<file path="src/rtl/intf2_bus_arbiter.sv">
// Purpose : round-robin arbiter for a shared intf2 bus; one owner at a time drives abc/def.
// Latency : grant registered, 1 cycle after req_i rises in IDLE; bus_abc/def combinational from owner.
// Backpressure: owners hold the bus while req_i[owner] is high, forcibly released after MAX_HOLD cycles.
//
// Ports:
//   clk, rst_n       - clock (rising edge) and async active-low reset
//   req_i[NUM_REQ]   - per-requester level-sensitive bus request
//   abc_i/def_i      - per-requester values muxed onto the shared bus by the owner
//   gnt_o            - registered one-hot grant
//   bus_abc_o/def_o  - shared bus values, 0 when no grant is active
//   bus_valid_o      - high while in GRANT
//   timeout_o        - one-cycle pulse in the COOLDOWN cycle after a forced release
module intf2_bus_arbiter #(
  parameter int NUM_REQ  = 4,
  parameter int MAX_HOLD = 16
) (
  input  logic               clk,
  input  logic               rst_n,
  input  logic [NUM_REQ-1:0] req_i,
  input  logic [NUM_REQ-1:0] abc_i,
  input  logic [NUM_REQ-1:0] def_i,
  output logic [NUM_REQ-1:0] gnt_o,
  output logic               bus_abc_o,
  output logic               bus_def_o,
  output logic               bus_valid_o,
  output logic               timeout_o
);

  localparam int PW = (NUM_REQ > 1) ? $clog2(NUM_REQ) : 1;

  typedef enum logic [1:0] {
    IDLE     = 2'd0,
    GRANT    = 2'd1,
    COOLDOWN = 2'd2
  } state_t;

  state_t               r_state;
  logic [PW-1:0]        r_rr_ptr;
  logic [PW-1:0]        r_owner;
  logic [7:0]           r_hold_cnt;
  logic [NUM_REQ-1:0]   r_gnt;
  logic                 r_timeout;

  logic                 w_sel_vld;
  logic [PW-1:0]        w_sel_idx;
  logic [NUM_REQ-1:0]   w_sel_onehot;
  logic                 w_owner_req;
  logic                 w_at_limit;
  logic [PW-1:0]        w_next_ptr;

  // (base + off) mod NUM_REQ; both operands are below NUM_REQ so one subtraction suffices.
  function automatic logic [PW-1:0] wrap_add(input logic [PW-1:0] base, input int off);
    int s;
    s = int'(32'(base)) + off;
    if (s >= NUM_REQ) s = s - NUM_REQ;
    return s[PW-1:0];
  endfunction

  // Scan from the farthest offset down to offset 0 so the nearest requester
  // at or after rr_ptr is the last (winning) assignment.
  always_comb begin
    w_sel_vld = 1'b0;
    w_sel_idx = '0;
    for (int i = NUM_REQ - 1; i >= 0; i--) begin
      if (req_i[wrap_add(r_rr_ptr, i)]) begin
        w_sel_vld = 1'b1;
        w_sel_idx = wrap_add(r_rr_ptr, i);
      end
    end
  end

  assign w_sel_onehot = {{(NUM_REQ-1){1'b0}}, 1'b1} << w_sel_idx;
  assign w_owner_req  = req_i[r_owner];
  assign w_at_limit   = (r_hold_cnt == 8'(MAX_HOLD));
  assign w_next_ptr   = wrap_add(r_owner, 1);

  always_ff @(posedge clk or negedge rst_n) begin
    if (!rst_n) begin
      r_state    <= IDLE;
      r_rr_ptr   <= '0;
      r_owner    <= '0;
      r_hold_cnt <= '0;
      r_gnt      <= '0;
      r_timeout  <= 1'b0;
    end else begin
      case (r_state)
        IDLE, COOLDOWN: begin
          // COOLDOWN always leaves after one cycle, giving the mandatory gap.
          r_timeout <= 1'b0;
          if (w_sel_vld) begin
            r_state    <= GRANT;
            r_owner    <= w_sel_idx;
            r_gnt      <= w_sel_onehot;
            r_hold_cnt <= 8'd1;
          end else begin
            r_state    <= IDLE;
            r_gnt      <= '0;
            r_hold_cnt <= '0;
          end
        end
        GRANT: begin
          if (!w_owner_req) begin
            // Voluntary release wins over a simultaneous limit hit: no timeout.
            r_state    <= COOLDOWN;
            r_gnt      <= '0;
            r_timeout  <= 1'b0;
            r_hold_cnt <= '0;
            r_rr_ptr   <= w_next_ptr;
          end else if (w_at_limit) begin
            r_state    <= COOLDOWN;
            r_gnt      <= '0;
            r_timeout  <= 1'b1;
            r_hold_cnt <= '0;
            r_rr_ptr   <= w_next_ptr;
          end else begin
            r_hold_cnt <= r_hold_cnt + 8'd1;
            r_timeout  <= 1'b0;
          end
        end
        default: begin
          r_state   <= IDLE;
          r_gnt     <= '0;
          r_timeout <= 1'b0;
        end
      endcase
    end
  end

  assign gnt_o       = r_gnt;
  assign timeout_o   = r_timeout;
  assign bus_valid_o = (r_state == GRANT);
  assign bus_abc_o   = bus_valid_o & abc_i[r_owner];
  assign bus_def_o   = bus_valid_o & def_i[r_owner];

endmodule

</file>
<file path="config.mk">
export PLATFORM = sky130hd
export DESIGN_NAME = intf2_bus_arbiter
export DESIGN_NICKNAME = d
export VERILOG_FILES = /design/src/rtl/intf2_bus_arbiter.sv
export SDC_FILE = /design/constraint.sdc
export NUM_CORES = 1
export LEC_CHECK = 0
export ABC_AREA = 1
export CORE_UTILIZATION = 55
export DETAILED_ROUTE_END_ITERATION = 16
export PLACE_DENSITY = 0.83
export SETUP_SLACK_MARGIN = 0.15
export SYNTH_ARGS = -nofsm -noshare
export SYNTH_HDL_FRONTEND = slang
export SYNTH_SLANG_ARGS = --single-unit
</file>
<file path="constraint.sdc">
create_clock -name clk -period 3.4 [get_ports clk]
set_input_delay 0.85 -clock clk [delete_from_list [all_inputs] [get_ports clk]]
set_output_delay 0.85 -clock clk [all_outputs]
set_load 0.005 [all_outputs]
</file>
Yosys cells after proc, flatten, opt, wreduce, memory -nomap -nowiden

Cells that the tools add are included.

Register bits after elaboration: 19
Input port bits: 14
Output and inout bits: 8
Logic and storage cells: 83

Add/sub/neg operators: 10
Magnitude comparators: 10
Equality and inequality tests: 5
Shifts and indexed selects: 1
Mux-type cells: 44
Bitwise gates (word level): 2
Reduce and logical (&&, ||, !) cells: 5

Operators by type and width:

| cell                  | number |
|---|---|
| $mux W2               | 13 |
| $mux W1               | 16 |
| $mux W8               | 2 |
| $pmux W8 S2           | 1 |
| $lt A2 B3 Y1 const B  | 5 |
| $bmux W1 S2           | 7 |
| $ge A3 B3 Y1 const B  | 4 |
| $mux W4               | 3 |
| $sub A2 B1 Y2 const B | 5 |
| $add A8 B1 Y8 const B | 1 |
| $eq A8 B5 Y1 const B  | 1 |
| $pmux W4 S2           | 1 |
| $add A2 B1 Y3 const B | 2 |
| $add A2 B2 Y3 const B | 2 |
| $pmux W2 S2           | 1 |
| $reduce_and A2 Y1     | 2 |
| $shl A1 B2 Y4 const A | 1 |
| $ge A2 B3 Y1 const B  | 1 |
| $ne A3 B2 Y1 const B  | 1 |
| $and A1 B1 Y1         | 2 |
| $eq A2 B1 Y1 const B  | 1 |
| $eq A2 B2 Y1 const B  | 1 |
| $logic_not A2 Y1      | 1 |
| $ne A2 B1 Y1 const B  | 1 |
| other kinds (2)       | 2 |

Depth between registers and ports, before layout

Word-level depth: 12
Gate-level depth with buffers: 11
Depth with buffers taken out: 11

Worst setup path after synthesis

OpenSTA, ideal clock, no wires.

Path kind: input to output
From: input abc_i[0]
To: output bus_abc_o
Data arrival time: 1170 ps
Setup slack: 1380 ps
Cell stages on the path: 4
Buffers on the path: 0
Cell sequence: nor2_1 > nor2_1 > o21ai_0 > a21oi_1

Longest elaborated chain between the ends: 3

Ends and longest elaborated chain:

| item                          | RTL line | RTL |
|---|---|---|
| start: declaration            | 20       | `input logic [NUM_REQ-1:0] abc_i,` |
| $bmux W1 S2                   | 132      | `assign bus_abc_o = bus_valid_o & abc_i[r_owner];` |
| $mux W1 (not written as such) | 132      |  |
| $and A1 B1 Y1                 | 132      |  |
| end: declaration              | 23       | `output logic bus_abc_o,` |

No other way between the ends. The select of a mux whose other input is x is not followed.

Final worst setup path

Ends and elaborated chain as after synthesis.

==> results.md <==
- The worst-case IR drop observed on VDD is 0.0005150 V.
- STA classifies the critical path startpoint as a primary input.
- The number of vias in the routed layout is 1118.
- The floorplan die area is 2401 um^2.
- In the post-synthesis netlist, the biggest area contributors are sky130_fd_sc_hd__dfrtp_1 39%, sky130_fd_sc_hd__nand2_1 14%, sky130_fd_sc_hd__inv_1 6.5%.
- The data arrival time at the worst-slack endpoint is 2.22 ns.
- In this run the clock root is driven by a sky130_fd_sc_hd__clkbuf_4.
- In the synthesized netlist, the number of instances is 165.
- The length of the first detailed-routing pass in iterations is 4.
- The clock passes through at most 2 buffers.
- The antenna diode count is 0.
- Static timing analysis puts the maximum clock frequency at 0.3255 GHz.
- Cells fill 72.34% of the core in the end.
- During synthesis, Yosys emitted a total of 0 warnings.
- The number of nets in the synthesized netlist is 181.
- On the final layout, the worst clock skew is 0.007340 ns.
- The per-cell via count in the routed design is 5.200.
- The setup slack at placement is 0.3255 ns.
- The slew of the pin with the lowest slew margin is 0.8510 ns.
- Synthesis inferred 19 register bits.
- The power per standard cell area is 790.9 nW/um^2.
- The area added between synthesis and finish is 20.39%.
- After legalization and detailed placement, the total HPWL measured 1.987 mm.
- Once the floorplan was initialized, standard cells occupied 60.09% of the core.
- The family with the most delay on the worst path is buffers and inverters.
- The wire length of the first global-routing pass is 4.416 mm.
- Once the clock tree was built, the setup fixing pass inserted 0 buffers.
- Subtracting the final worst setup slack from the clock period gives 3.072 ns.
- The initial antenna violation count came to 0.
- Setup total negative slack on the finished layout was measured at 0 ns.
- The data required time at the worst endpoint is 2.55 ns.
- The worst setup path is captured at an output port.
- TritonCTS built the clock tree.
- Setup repair after global routing left no endpoint under its margin.
- The kind of critical path is primary input to output port.
- The portion of the clock cycle consumed by the worst path in the final layout is 90.37%.
- The number of placement rows is 16.
- The setup slack of the most critical reg-to-reg path is 1.83 ns.
- The most common cell after layout, fill and taps aside is sky130_fd_sc_hd__nand2_1.
- Summing every instance area after synthesis gives 1215 um^2.
- The die is 49 um tall.
- The stage delay of the slowest cell on the critical path is 0.53 ns.
- The ratio of cells with drive above 1 in the final layout is 15.43%.
- The final worst setup slack is 0.3275 ns.
- The total of cells resized after clock tree synthesis is 0.
- The number of failing setup endpoints in the final timing report is 0.
- The type of the tightest min-delay check is flop to flop.
- Leaving out fill and tap cells, the most frequent cells in the layout are 46 x sky130_fd_sc_hd__nand2_1, 21 x sky130_fd_sc_hd__inv_1, 21 x sky130_fd_sc_hd__clkdlybuf4s50_1.
- In the routed design, unresolved DRC markers number 0.
- Summed over all layers, the routed wires come to 2.447 mm.
- Clock-pin slew was measured on the worst setup and hold paths at 0.12 ns.
- The max capacitance violation total is 0.
- The clock reaches the later pin of the worst-skew pair after 0.31 ns.
- The signal on the critical path passes through clkdlybuf4s50_1 -> nor2_1 -> nor2_1 -> o21ai_0 -> a21oi_1 -> clkdlybuf4s50_1.
- The count of nets after finishing is 205.
- The sequential-to-total area share from yosys stat is 39.13%.
- The run finished with clean final reports.
- The count of buffers from port buffering is 21.
- CTS built an H-tree with a depth of 1.
- The count of pins on the block boundary is 22.
- The synthesized area divided by synthesized cell count is 7.363 um^2.
- The final weighted congestion in routability-driven placement is 0.8689.
- The final number of max-transition violations is 0.
- The final-report hold violation count is 0.
- The horizontal die dimension is 49 um.
- The number of buffer and inverter stages on the critical path is 2.
- The number of nets with antenna violations after detailed routing is 0.
- The master of the slowest instance on the critical path is sky130_fd_sc_hd__clkdlybuf4s50_1.
- Measured against its own limit, the worst slew margin works out to 43.09%.
- The number of global-route vias before repair was 1059.
- Hold repair after CTS inserted 0 buffers.
- For this design the static power due to leakage is 0.7308 nW.
- The total routing resource utilization after global routing is 24.03%.
- The clock sink count is 19.
- For this block, the initial DRC count from the detailed router was 20.
- The area share of the largest cell type after synthesis is 39.13%.
- The synthesized design spends more area on one cell type than any other, namely sky130_fd_sc_hd__dfrtp_1.
- The maximum number of pins on one net before global-route repair is 20.
- In this run the standard cell core region covers 2022 um^2.
- Along the worst path, the maximum fanout reaches 1.
- Dividing the detail-routed wire length by the instance count gives 11.38 um.
- The netlist uses 25 different library cells.
- Clock tree synthesis inserted a total of 3 buffers.
- The total congestion overflow after global routing is 0.
==> worst reg2reg max path: cells and delay by family (launching register included) <==
family | cells | cell delay [ns]
AO/OA/AOI/OAI | 1 | 0.11
flip-flops | 1 | 0.56
buffers and inverters | 1 | 0.17
AND/OR/NAND/NOR | 6 | 0.64
==> routing by layer <==
layer | vias up | share of wire [%] | track usage (%) | wire, um
li1 | 563 | - | - | -
met1 | 522 | 46 | 30.42 | 1135
met2 | 30 | 48 | 40.51 | 1179
met3 | 3 | 4.1 | 4.050 | 100
met4 | 0 | 1.3 | 9.804 | 32
met5 | - | 0 | 0 | 0
==> area by class of cell <==
cell class | instances | area, um^2
multi-input cells | 120 | 626.9
fillers | 160 | 559.3
flip-flops and latches | 19 | 475.5
well taps | 27 | 33.78
inverters | 24 | 90.09
clock buffers | 4 | 26.28
repair buffers | 21 | 210.2
==> stage by stage <==
step | power (mW) | instance area [um^2] | std cells | hold WS, ns
2_1_floorplan | 0.8737 | 1215 | 165 | 0.4726
3_3_place_gp | 1.015 | 1436 | 211 | 0.4638
3_5_place_dp | 1.040 | 1436 | 211 | 0.4705
4_1_cts | 1.162 | 1463 | 215 | 0.4965
5_1_grt | 1.276 | 1463 | 215 | 0.5253
6_report | 1.157 | 1463 | 215 | 0.4921
==> sequential cells by signal (all words and copies together) (netlist names) <==
signal and cells:
r_owner 2, r_hold_cnt 8, r_rr_ptr 2, r_state 2
gnt_o 4, timeout_o 1
==> cells by family after synthesis <==
group / count (synthesis) / synth area share [%]
xor+xnor: 2 / 1.442
simple gates: 95 / 37.49
fa+ha+maj: 2 / 2.059
compound gates: 21 / 10.61
buf+inv: 26 / 9.269
flops: 19 / 39.14
==> synthesized netlist by cell type, drive strengths merged <==
cell type / instances
o21ai: 12
dfrtp: 19
ha: 2
a21boi: 1
inv: 24
nand3: 11
o21bai: 1
and3: 1
nand2: 56
o211ai: 2
xnor2: 2
nand4: 3
nor3: 3
nor2: 20
o21a: 1
buf: 2
nor3b: 1
a21oi: 4
==> where the power goes <==
group	switching [mW]	total, mW	internal (mW)
logic	0.384	0.659	0.275
clock network	0.0772	0.123	0.0459
registers	0.0850	0.375	0.290
==> worst paths after layout <==
check                            start          to  cells past startpoint
min in group asynchronous        rst_n    gnt_o[0]                      1
max reg2reg                r_rr_ptr[0]  r_owner[0]                      8
min reg2reg                   gnt_o[1]    gnt_o[1]                      2
min                           gnt_o[1]    gnt_o[1]                      2
max                           abc_i[0]   bus_abc_o                      6
max in group asynchronous        rst_n   timeout_o                      1
No activity file was read; power rests on OpenSTA's default activity.
